$ cat config.mk
export PLATFORM = sky130hd
export DESIGN_NAME = sync_down_counter_flat
export DESIGN_NICKNAME = d
export VERILOG_FILES = /design/src/rtl/sync_down_counter_pkg.sv /design/src/rtl/sync_down_counter_if.sv /design/src/rtl/sync_down_counter_btn_debounce.sv /design/src/rtl/sync_down_counter.sv /design/src/flat_wrapper.sv
export SDC_FILE = /design/constraint.sdc
export NUM_CORES = 1
export LEC_CHECK = 0
export ABC_AREA = 0
export CAP_MARGIN = 20
export CORE_UTILIZATION = 58
export CTS_CLUSTER_DIAMETER = 30
export DETAILED_ROUTE_END_ITERATION = 16
export HOLD_SLACK_MARGIN = 0.03
export PLACE_DENSITY = 0.81
export SYNTH_ARGS = -nofsm -noshare
export SYNTH_HDL_FRONTEND = slang
export SYNTH_SLANG_ARGS = --single-unit
$ cat constraint.sdc
create_clock -name clk -period 3.15 [get_ports clk]
set_input_delay 0.945 -clock clk [delete_from_list [all_inputs] [get_ports clk]]
set_output_delay 0.945 -clock clk [all_outputs]
set_load 0.02 [all_outputs]
$ cat src/rtl/sync_down_counter_pkg.sv
// Shared constants for the button-driven counter family.
// Latency: n/a (package only).
// Backpressure: n/a (package only).
package counter_pkg;

    // Default counter width for the board build.
    localparam int DEFAULT_WIDTH = 3;

    // 10 ms of stable input at 100 MHz before a button change is accepted.
    localparam int DEBOUNCE_CYCLES_100MHZ = 1000000;

    // Short debounce window so simulations finish in a few hundred cycles.
    localparam int SIM_DEBOUNCE_CYCLES = 4;

    // Width of a counter that must hold values 0 .. n-1 (never less than 1 bit).
    function automatic int cnt_width(input int n);
        return (n > 2) ? $clog2(n) : 1;
    endfunction

endpackage

$ cat src/rtl/sync_down_counter_if.sv
// Control and status bundle between the board/driver side and the down counter.
// Latency: n/a (wiring only).
// Backpressure: none; all signals are plain levels or one-cycle pulses.
interface sync_down_counter_if
    import counter_pkg::*;
#(
    parameter int WIDTH = DEFAULT_WIDTH
);
    logic             step_btn;
    logic             load;
    logic [WIDTH-1:0] load_value;
    logic             wrap_en;
    logic [WIDTH-1:0] count;
    logic             zero;
    logic             borrow_pulse;

    // Board / driver side: owns the button and the control strobes.
    modport master (
        output step_btn, load, load_value, wrap_en,
        input  count, zero, borrow_pulse
    );

    // Counter side: consumes controls, produces the count and status.
    modport slave (
        input  step_btn, load, load_value, wrap_en,
        output count, zero, borrow_pulse
    );
endinterface

$ cat src/rtl/sync_down_counter_btn_debounce.sv
// Synchronise, debounce and edge-detect a raw push-button into a one-cycle rise pulse.
// Latency: btn_rise asserts SYNC_STAGES+DEBOUNCE_CYCLES edges after the first sampled 1.
// Backpressure: none; a bounce shorter than the debounce window is simply dropped.
module btn_debounce
    import counter_pkg::*;
#(
    parameter int SYNC_STAGES     = 2,
    parameter int DEBOUNCE_CYCLES = DEBOUNCE_CYCLES_100MHZ
) (
    input  logic clk,
    input  logic reset,
    input  logic btn_raw,
    output logic btn_level,
    output logic btn_rise
);
    localparam int            CW      = cnt_width(DEBOUNCE_CYCLES);
    localparam logic [CW-1:0] CNT_MAX = CW'(DEBOUNCE_CYCLES - 1);

    logic [SYNC_STAGES-1:0] sync_q;
    logic [CW-1:0]          cnt_q;
    logic                   level_q;
    logic                   level_d_q;
    logic                   rise_q;
    logic                   btn_sync;

    assign btn_sync  = sync_q[SYNC_STAGES-1];
    assign btn_level = level_q;
    assign btn_rise  = rise_q;

    // Shift the raw button in, accept a new level only after a full stable window, then register the rising edge.
    always_ff @(posedge clk) begin
        if (reset) begin
            sync_q    <= '0;
            cnt_q     <= '0;
            level_q   <= 1'b0;
            level_d_q <= 1'b0;
            rise_q    <= 1'b0;
        end else begin
            sync_q <= {sync_q[SYNC_STAGES-2:0], btn_raw};
            if (btn_sync != level_q) begin
                if (cnt_q == CNT_MAX) begin
                    level_q <= btn_sync;
                    cnt_q   <= '0;
                end else begin
                    cnt_q <= cnt_q + CW'(1);
                end
            end else begin
                cnt_q <= '0;
            end
            level_d_q <= level_q;
            rise_q    <= level_q & ~level_d_q;
        end
    end
endmodule

$ cat src/rtl/sync_down_counter.sv
// Button-stepped down counter with parallel load, wrap/saturate at zero and a cascadable borrow pulse.
// Latency: count moves SYNC_STAGES+DEBOUNCE_CYCLES+1 edges after the first sampled button press.
// Backpressure: none; a step coinciding with load is discarded, not deferred.
module sync_down_counter
    import counter_pkg::*;
#(
    parameter int WIDTH           = DEFAULT_WIDTH,
    parameter int RESET_VALUE     = 2**WIDTH - 1,
    parameter int DEBOUNCE_CYCLES = DEBOUNCE_CYCLES_100MHZ,
    parameter int SYNC_STAGES     = 2
) (
    input  logic                 clk,
    input  logic                 reset,
    sync_down_counter_if.slave   bus
);
    localparam logic [WIDTH-1:0] RESET_COUNT = WIDTH'(RESET_VALUE);

    logic [WIDTH-1:0] count_q;
    logic             borrow_q;
    logic             step;
    logic             btn_level_unused;

    btn_debounce #(
        .SYNC_STAGES     (SYNC_STAGES),
        .DEBOUNCE_CYCLES (DEBOUNCE_CYCLES)
    ) u_btn (
        .clk       (clk),
        .reset     (reset),
        .btn_raw   (bus.step_btn),
        .btn_level (btn_level_unused),
        .btn_rise  (step)
    );

    assign bus.count        = count_q;
    assign bus.zero         = (count_q == '0);
    assign bus.borrow_pulse = borrow_q;

    // Load beats step; a step at zero either wraps with a borrow pulse or saturates.
    always_ff @(posedge clk) begin
        if (reset) begin
            count_q  <= RESET_COUNT;
            borrow_q <= 1'b0;
        end else begin
            borrow_q <= 1'b0;
            if (bus.load) begin
                count_q <= bus.load_value;
            end else if (step) begin
                if (count_q != '0) begin
                    count_q <= count_q - WIDTH'(1);
                end else if (bus.wrap_en) begin
                    count_q  <= '1;
                    borrow_q <= 1'b1;
                end
            end
        end
    end
endmodule

$ cat src/flat_wrapper.sv
// flat-port wrapper written by rule: the top's interface ports become plain ports
module sync_down_counter_flat import counter_pkg::*;
#(
    parameter int WIDTH           = DEFAULT_WIDTH,
    parameter int RESET_VALUE     = 2**WIDTH - 1,
    parameter int DEBOUNCE_CYCLES = DEBOUNCE_CYCLES_100MHZ,
    parameter int SYNC_STAGES     = 2
)
  (clk, reset, bus_step_btn, bus_load, bus_load_value, bus_wrap_en, bus_count, bus_zero, bus_borrow_pulse);
  sync_down_counter_if #(.WIDTH(WIDTH)) bus_i ();
  input  logic clk;
  input  logic reset;
  input wire logic [$bits(bus_i.step_btn)-1:0] bus_step_btn;
  input wire logic [$bits(bus_i.load)-1:0] bus_load;
  input wire logic [$bits(bus_i.load_value)-1:0] bus_load_value;
  input wire logic [$bits(bus_i.wrap_en)-1:0] bus_wrap_en;
  output wire logic [$bits(bus_i.count)-1:0] bus_count;
  output wire logic [$bits(bus_i.zero)-1:0] bus_zero;
  output wire logic [$bits(bus_i.borrow_pulse)-1:0] bus_borrow_pulse;
  assign bus_i.step_btn = bus_step_btn;
  assign bus_i.load = bus_load;
  assign bus_i.load_value = bus_load_value;
  assign bus_i.wrap_en = bus_wrap_en;
  assign bus_count = bus_i.count;
  assign bus_zero = bus_i.zero;
  assign bus_borrow_pulse = bus_i.borrow_pulse;
  sync_down_counter #(.WIDTH(WIDTH), .RESET_VALUE(RESET_VALUE), .DEBOUNCE_CYCLES(DEBOUNCE_CYCLES), .SYNC_STAGES(SYNC_STAGES)) u_core (.clk(clk), .reset(reset), .bus(bus_i));
endmodule
# Word level (Yosys, flattened, before mapping)
# Cells that the tools add are included.
[word_totals] elab_cells=28 output_inout_bits=5 regBits=29 inputBits=8
[op_classes] mux=5 n_eq_ne=2 addsub=2 n_reduce_logical=8 bitwise=4
[ops] operator="20-bit by 1-bit adder with 20-bit output (second input constant)" n=1
[ops] operator="20-bit equality test (second input constant)" n=1
[ops] operator="3-bit 2-to-1 mux" n=4
[ops] operator="3-bit nonzero test" n=2
[ops] operator="2-bit AND reduction" n=2
[ops] operator="4-bit OR reduction" n=1
[ops] operator="3-bit zero test" n=1
[ops] operator="1-bit NOT" n=3
[ops] operator="3-bit OR reduction" n=1
[ops] operator="3-bit by 1-bit subtractor with 3-bit output (second input constant)" n=1
[ops] operator="2-bit nonzero test" n=1
[ops] operator="1-bit bitwise AND" n=1
[ops] operator="1-bit 2-to-1 mux" n=1
[ops] operator="1-bit inequality test" n=1

# Depth between registers and ports, before layout
# Gate-level depths: netlist of the first run.
[logic_depth] ltp_word=4 depth_mapped=6 mapped_depth_nobuf=6

# Modules after synthesis
# Synthesis of the first run repeated with hierarchy kept, for this count alone.
[unflattened] cells_unflattened=153 hier_area_um2=1330.0
[by_module_without_submodules] mod="btn_debounce" area_per_inst_um2=1082.3 n_inst=1 cells_per_inst=123 seq_area_each_um2=500.5
[by_module_without_submodules] mod="sync_down_counter" area_per_inst_um2=247.7 n_inst=1 cells_per_inst=30 seq_area_each_um2=80.1

# Worst setup path before layout of the first run
# OpenSTA, ideal clock, no wires.
[synth_path] path_kind="flip-flop to output port" from="register u_core.count_q[0], in the netlist u_core.bus.count[0]" to="output bus_zero" path_buffers=0 setup_slack_ps=1220 required_ps=2205 stages_incl_launch_ff=5 arrival_ps=985 path_cell_list="dfxtp_1 > inv_1 > ha_1 > nand2b_1 > inv_1"
[synth_via] elab_chain_cells=1
[synth_rtl] item="start: declaration" line_no="sync_down_counter.sv:18" source="logic [WIDTH-1:0] count_q;"
[synth_rtl] item="start signal: assignment" line_no="sync_down_counter.sv:46" source="count_q <= bus.load_value;"
[synth_rtl] item="start signal: assignment" line_no="sync_down_counter.sv:49" source="count_q <= count_q - WIDTH'(1);"
[synth_rtl] item="3-bit zero test" line_no="sync_down_counter.sv:35" source="assign bus.zero = (count_q == '0);"
[synth_rtl] item="end: declaration" line_no="flat_wrapper.sv:18" source="output wire logic [$bits(bus_i.zero)-1:0] bus_zero;"
# Every way passes these cells.

# Worst setup path after layout of the first run
# Ends and elaborated chain as after synthesis.

==> impl_metrics.toml, run 1 <==
[grt]
grt_pass1_wl_um = 3970
overflow = 0
grt_max_degree = 19
grt_pass1_vias = 942
gr-usage-all-layers = 0.225
antenna_found_initial = 0

[synth]
yosysMostFrequentCell = "dfxtp_1"
synth_edf_count = 0
ys_seq_elements = 29
syn_inst = 139
ys_seq_area_frac = 0.454
syn_nets = 150
ys_top_cells_by_count = "dfxtp_1 (29), nor2_1 (13), a21oi_1 (11)"
ys_top_cells_by_area = "dfxtp_1 (45%), xor2_1 (5.5%), a21oi_1 (4.3%), nor2_1 (3.8%), o21ai_0 (3.1%)"
yosysTopAreaCell = "dfxtp_1"
ys.flop_type = "dfxtp_1"
syn_area_per_cell_um2 = 9.19
synth.yosys.warnings = 0
syn-cell-area_mm2 = 0.00128
async_reset_ff_frac = 0
yosys.area.top_type_share = 0.454
synth.distinct_cells = 30

[detailed_routing]
via_per_inst = 5.75
drtAntennaViolNets = 0
via_count = 1052
remaining_drc_errors = 0
dr.pass1.iters = 4
first_iter_violations = 15
wl_um = 2370
wl_per_cell_um = 12.9

[power_and_ir_drop]
ir_worst_vdd_v = 0.000311
pwr_density_cell_mw_per_mm2 = 431
p_leak_nw = 0.496

[status]
status = "finished clean"

[run]
cap_violations = 0

[clocking]
clk_path_buf_depth = 2
ctsHoldBuffers = 0
cts.reportedPaths.clkPinSlew_ps = 100
cts.htree.levels = 2
clk_latency_ps = 330
clkSinkCount = 29
cts_setup_buffers = 0
cts_resized = 0
cts_inserted_buffers = 5
cts_tree = "done"
cts_root_buf = "clkbuf_4"

[setup_path]
cp.required_ps = 2200
worst_r2r_path_depth = 4
cp-start-kind = "flop"
cp-end-kind = "primary output"
crit_type = "reg -> out"
max_stage_delay_ps = 540
arrival_ps = 1760
crit_top_cell = "inv_1"
crit_slowest_cell = "clkdlybuf4s50_1"
cp_max_fo = 4
path_cells = "inv_1 > ha_1 > nand2b_1 > inv_1 > clkdlybuf4s50_1"

[floorplan]
rows = 16
core_mm2 = 0.00202
die_x_um = 48.9
die-area_mm2 = 0.00239
initial_core_util = 0.632
io_pins = 13
die_h_um = 48.9

[layout]
finalNetCount = 166
syn_to_final_growth_pct = 15.0
drive_gt1_frac = 0.0769
num_antenna_cells = 0

[sta]
tns_ps = 0
timing.final.max_slew_violations = 0
worst_pin_slew_ps = 956
hold_violations = 0
relSlewSlack = 0.361
fin_skew_ps = 9.78
setup_violations = 0
fmax_ghz = 0.370
fin_ws_ps = 447
rsz0062_at_grt = "no"
min_period_ps = 2700
post-route-period-util = 0.858

[placed_design]
hpwl_um = 1700
globalplace.congestion = 0.755
io_buffer_count = 12
pre_cts_ws_ps = 821

[hold_path]
hold-path-cell-count = 1
hold_class = "reg -> reg"
[state kept, by name (all words and copies together), names as in the netlist]
register	cells
u_core.bus.count	3
u_core.u_btn.btn_rise	1
u_core.u_btn.sync_q	2
u_core.u_btn.level_d_q	1
u_core.u_btn.btn_level	1
u_core.bus.borrow_pulse	1
u_core.u_btn.cnt_q	20
[layout by cell type (no fill, tap or decap), drive strengths merged, types with 4 or more instances in the layout]
cell type and n:
nand3 6, dfxtp 29, nand2 9, nand4 6, nor2b 4, nand2b 4, clkbuf 5, xor2 8
inv 6, o21ai 8, clkdlybuf4s50 12, or3 5, a21oi 11, nor2 13
[critical path, delay by kind of cell, from the launching register on]
family / cells / cell delay (ps)
fa+ha+maj: 1 / 220
flops: 1 / 380
simple gates: 1 / 150
buf+inv: 3 / 670
[kinds of logic after synthesis]
group | Yosys count | synth area share
XOR/XNOR | 11 | 0.0754
AND/OR/NAND/NOR | 58 | 0.247
adder cells (fa/ha/maj) | 3 | 0.0294
AO/OA/AOI/OAI | 26 | 0.133
multiplexers | 3 | 0.0255
buffers and inverters | 9 | 0.0353
flip-flops | 29 | 0.454
[final cells by class]
type	count	area [um^2]
Inverter	6	22.5
Clock buffer	5	37.5
Clock inverter	3	22.5
Fill cell	157	553
Tap cell	27	33.8
Multi-Input combinational cell	101	652
Timing Repair Buffer	12	120
Sequential cell	29	581
[routing by layer]
layer | global-route usage | up-vias | share of wire
met5 | 0 | - | 0
met4 | 0.103 | 0 | 0.020
met3 | 0.0935 | 4 | 0.052
met2 | 0.375 | 28 | 0.50
met1 | 0.247 | 493 | 0.43
li1 | - | 527 | -
[where the power goes]
group	internal, mW	switching (mW)	leakage (nW)
registers	0.371	0.00280	0.235
clock network	0.0862	0.139	0.0234
logic	0.0191	0.0154	0.238
[final timing paths]
check                                              end                   start  slack (ps)
worst max-delay path                          bus_zero     u_core.bus.count[0]         450
worst min-delay path             u_core.u_btn.btn_rise  u_core.u_btn.level_d_q         410
worst max register to register  u_core.u_btn.cnt_q[11]   u_core.u_btn.cnt_q[2]        1070
worst min register to register   u_core.u_btn.btn_rise  u_core.u_btn.level_d_q         410
[through the flow]
stage / util / instances / power (mW) / area [um^2] / hold WS, ps
2_1_floorplan: - / 139 / 0.399 / 1280 / 368
3_3_place_gp: 0.697 / 175 / 0.415 / 1410 / 374
3_5_place_dp: 0.697 / 175 / 0.416 / 1410 / 385
4_1_cts: 0.726 / 183 / 0.641 / 1470 / 411
5_1_grt: 0.726 / 183 / 0.663 / 1470 / 433
6_report: 0.726 / 183 / 0.633 / 1470 / 411
Power figures use the tool's default switching activity.
==> inputs of run 2 (changes only) <==
- CAP_MARGIN: 20 -> default
- CELL_PAD_IN_SITES_DETAIL_PLACEMENT: default -> 0
- CELL_PAD_IN_SITES_GLOBAL_PLACEMENT: default -> 1
- CORE_UTILIZATION: 58 -> 45
- PLACE_DENSITY: 0.81 -> default
- PLACE_DENSITY_LB_ADDON: default -> 0.1
==> impl_metrics.toml, run 2 (same netlist as run 1, synthesis figures left out) <==
[grt]
grt_max_degree = 19
antenna_found_initial = 0
grt_pass1_vias = 993
overflow = 0
grt_pass1_wl_um = 4240
gr-usage-all-layers = 0.178

[layout]
largest_register_ffs = 20
post-route-util = 0.565
finalNetCount = 166
mostFrequentLayoutCell = "dfxtp_1"
syn_to_final_growth_pct = 14.6
finalNonFillerCells = 186
regMostFlops = "u_core.u_btn.cnt_q"
n_fill_cell = 250
num_antenna_cells = 0
design_area_mm2 = 0.00146
mostFrequentLayoutCells = "dfxtp_1 (29), nor2_1 (13), clkdlybuf4s50_1 (12)"
drive_gt1_frac = 0.0705

[setup_path]
crit_slowest_cell = "clkdlybuf4s50_1"
crit_type = "reg -> out"
crit_top_cell = "inv_1"
cp.required_ps = 2200
max_stage_delay_ps = 530
cp-end-kind = "primary output"
timing.rr.start = "u_core.u_btn.cnt_q[2]"
critPathBufInv = 3
cp-startpoint = "u_core.bus.count[0]"
cp-start-kind = "flop"
cp_max_fo = 4
arrival_ps = 1750
crit_family = "buffers and inverters"
path_cells = "inv_1 > ha_1 > nand2b_1 > inv_1 > clkdlybuf4s50_1"

[sta]
min_period_ps = 2690
fin_skew_ps = 9.50
tns_ps = 0
post-route-period-util = 0.855
setup_violations = 0
relSlewSlack = 0.336
fmax_ghz = 0.371
rsz0062_at_grt = "no"
worst_pin_slew_ps = 993
hold_violations = 0
whs_ps = 402
timing.final.max_slew_violations = 0

[detailed_routing]
drtAntennaViolNets = 0
remaining_drc_errors = 0
dr.pass1.iters = 4
via_per_inst = 5.67
wl_per_cell_um = 13.7
first_iter_violations = 41
wl_um = 2550
via_count = 1054

[placed_design]
place.detailed.instances = 178
io_buffer_count = 12
hpwl_um = 1810
globalplace.congestion = 0.722
place_area_mm2 = 0.00141

[power_and_ir_drop]
pwr_density_cell_mw_per_mm2 = 426
p_leak_nw = 0.505
ir_worst_vdd_v = 0.000361

[floorplan]
die-area_mm2 = 0.00306
die_h_um = 55.3
core_mm2 = 0.00259
initial_core_util = 0.493
rows = 18
io_pins = 13
die_x_um = 55.3

[clocking]
cts.reportedPaths.clkPinSlew_ps = 100
clk_latency_ps = 320
cts.htree.levels = 2
cts_resized = 0
cts_setup_buffers = 0
cts_root_buf = "clkbuf_4"
cts_inserted_buffers = 5
cts_tree = "done"
clkSinkCount = 29
ctsHoldBuffers = 0
clk_path_buf_depth = 2

[run]
cap_violations = 0

[status]
status = "finished clean"

[hold_path]
hold_class = "reg -> reg"
hold_start = "u_core.u_btn.level_d_q"
## run 2: layout make-up
class,instances,area (um^2),share of cell area
multi-input cells,101,652,0.445
flip-flops and latches,29,581,0.397
repair buffers,12,120,0.0821
clock buffers,6,41.3,0.0282
well taps,30,37.5,0.0256
inverters,6,22.5,0.0154
clock inverters,2,10.0,0.00684
## run 2: per-stage QoR
stage                     setup WS [ps]  power, mW
after floorplan                    1220      0.399
after global placement              888      0.416
after detailed placement            823      0.417
after CTS                           468      0.634
after global routing                393      0.651
final                               456      0.624
## run 2: final timing paths
check / end / slack [ps] / depth (start not counted)
setup reg to reg: u_core.u_btn.cnt_q[6] / 1010 / 4
hold reg to reg: u_core.u_btn.btn_rise / 400 / 1
setup / recovery: bus_zero / 460 / 5
hold / removal: u_core.u_btn.btn_rise / 400 / 1
## run 2: layer usage
layer,track usage,routed length (um),vias to the layer above,share of wire
met4,0.0643,22,0,0.0086
li1,-,-,528,-
met5,0,0,-,0
met3,0.0562,145,2,0.057
met1,0.196,1100,490,0.43
met2,0.318,1280,34,0.50
## run 2: power breakdown
part | leakage, nW | total, mW | switching, mW | internal (mW)
Sequential | 0.235 | 0.373 | 0.00280 | 0.371
Clock | 0.0320 | 0.216 | 0.131 | 0.0849
Combinational | 0.238 | 0.0345 | 0.0153 | 0.0192
Total | 0.505 | 0.624 | 0.149 | 0.475
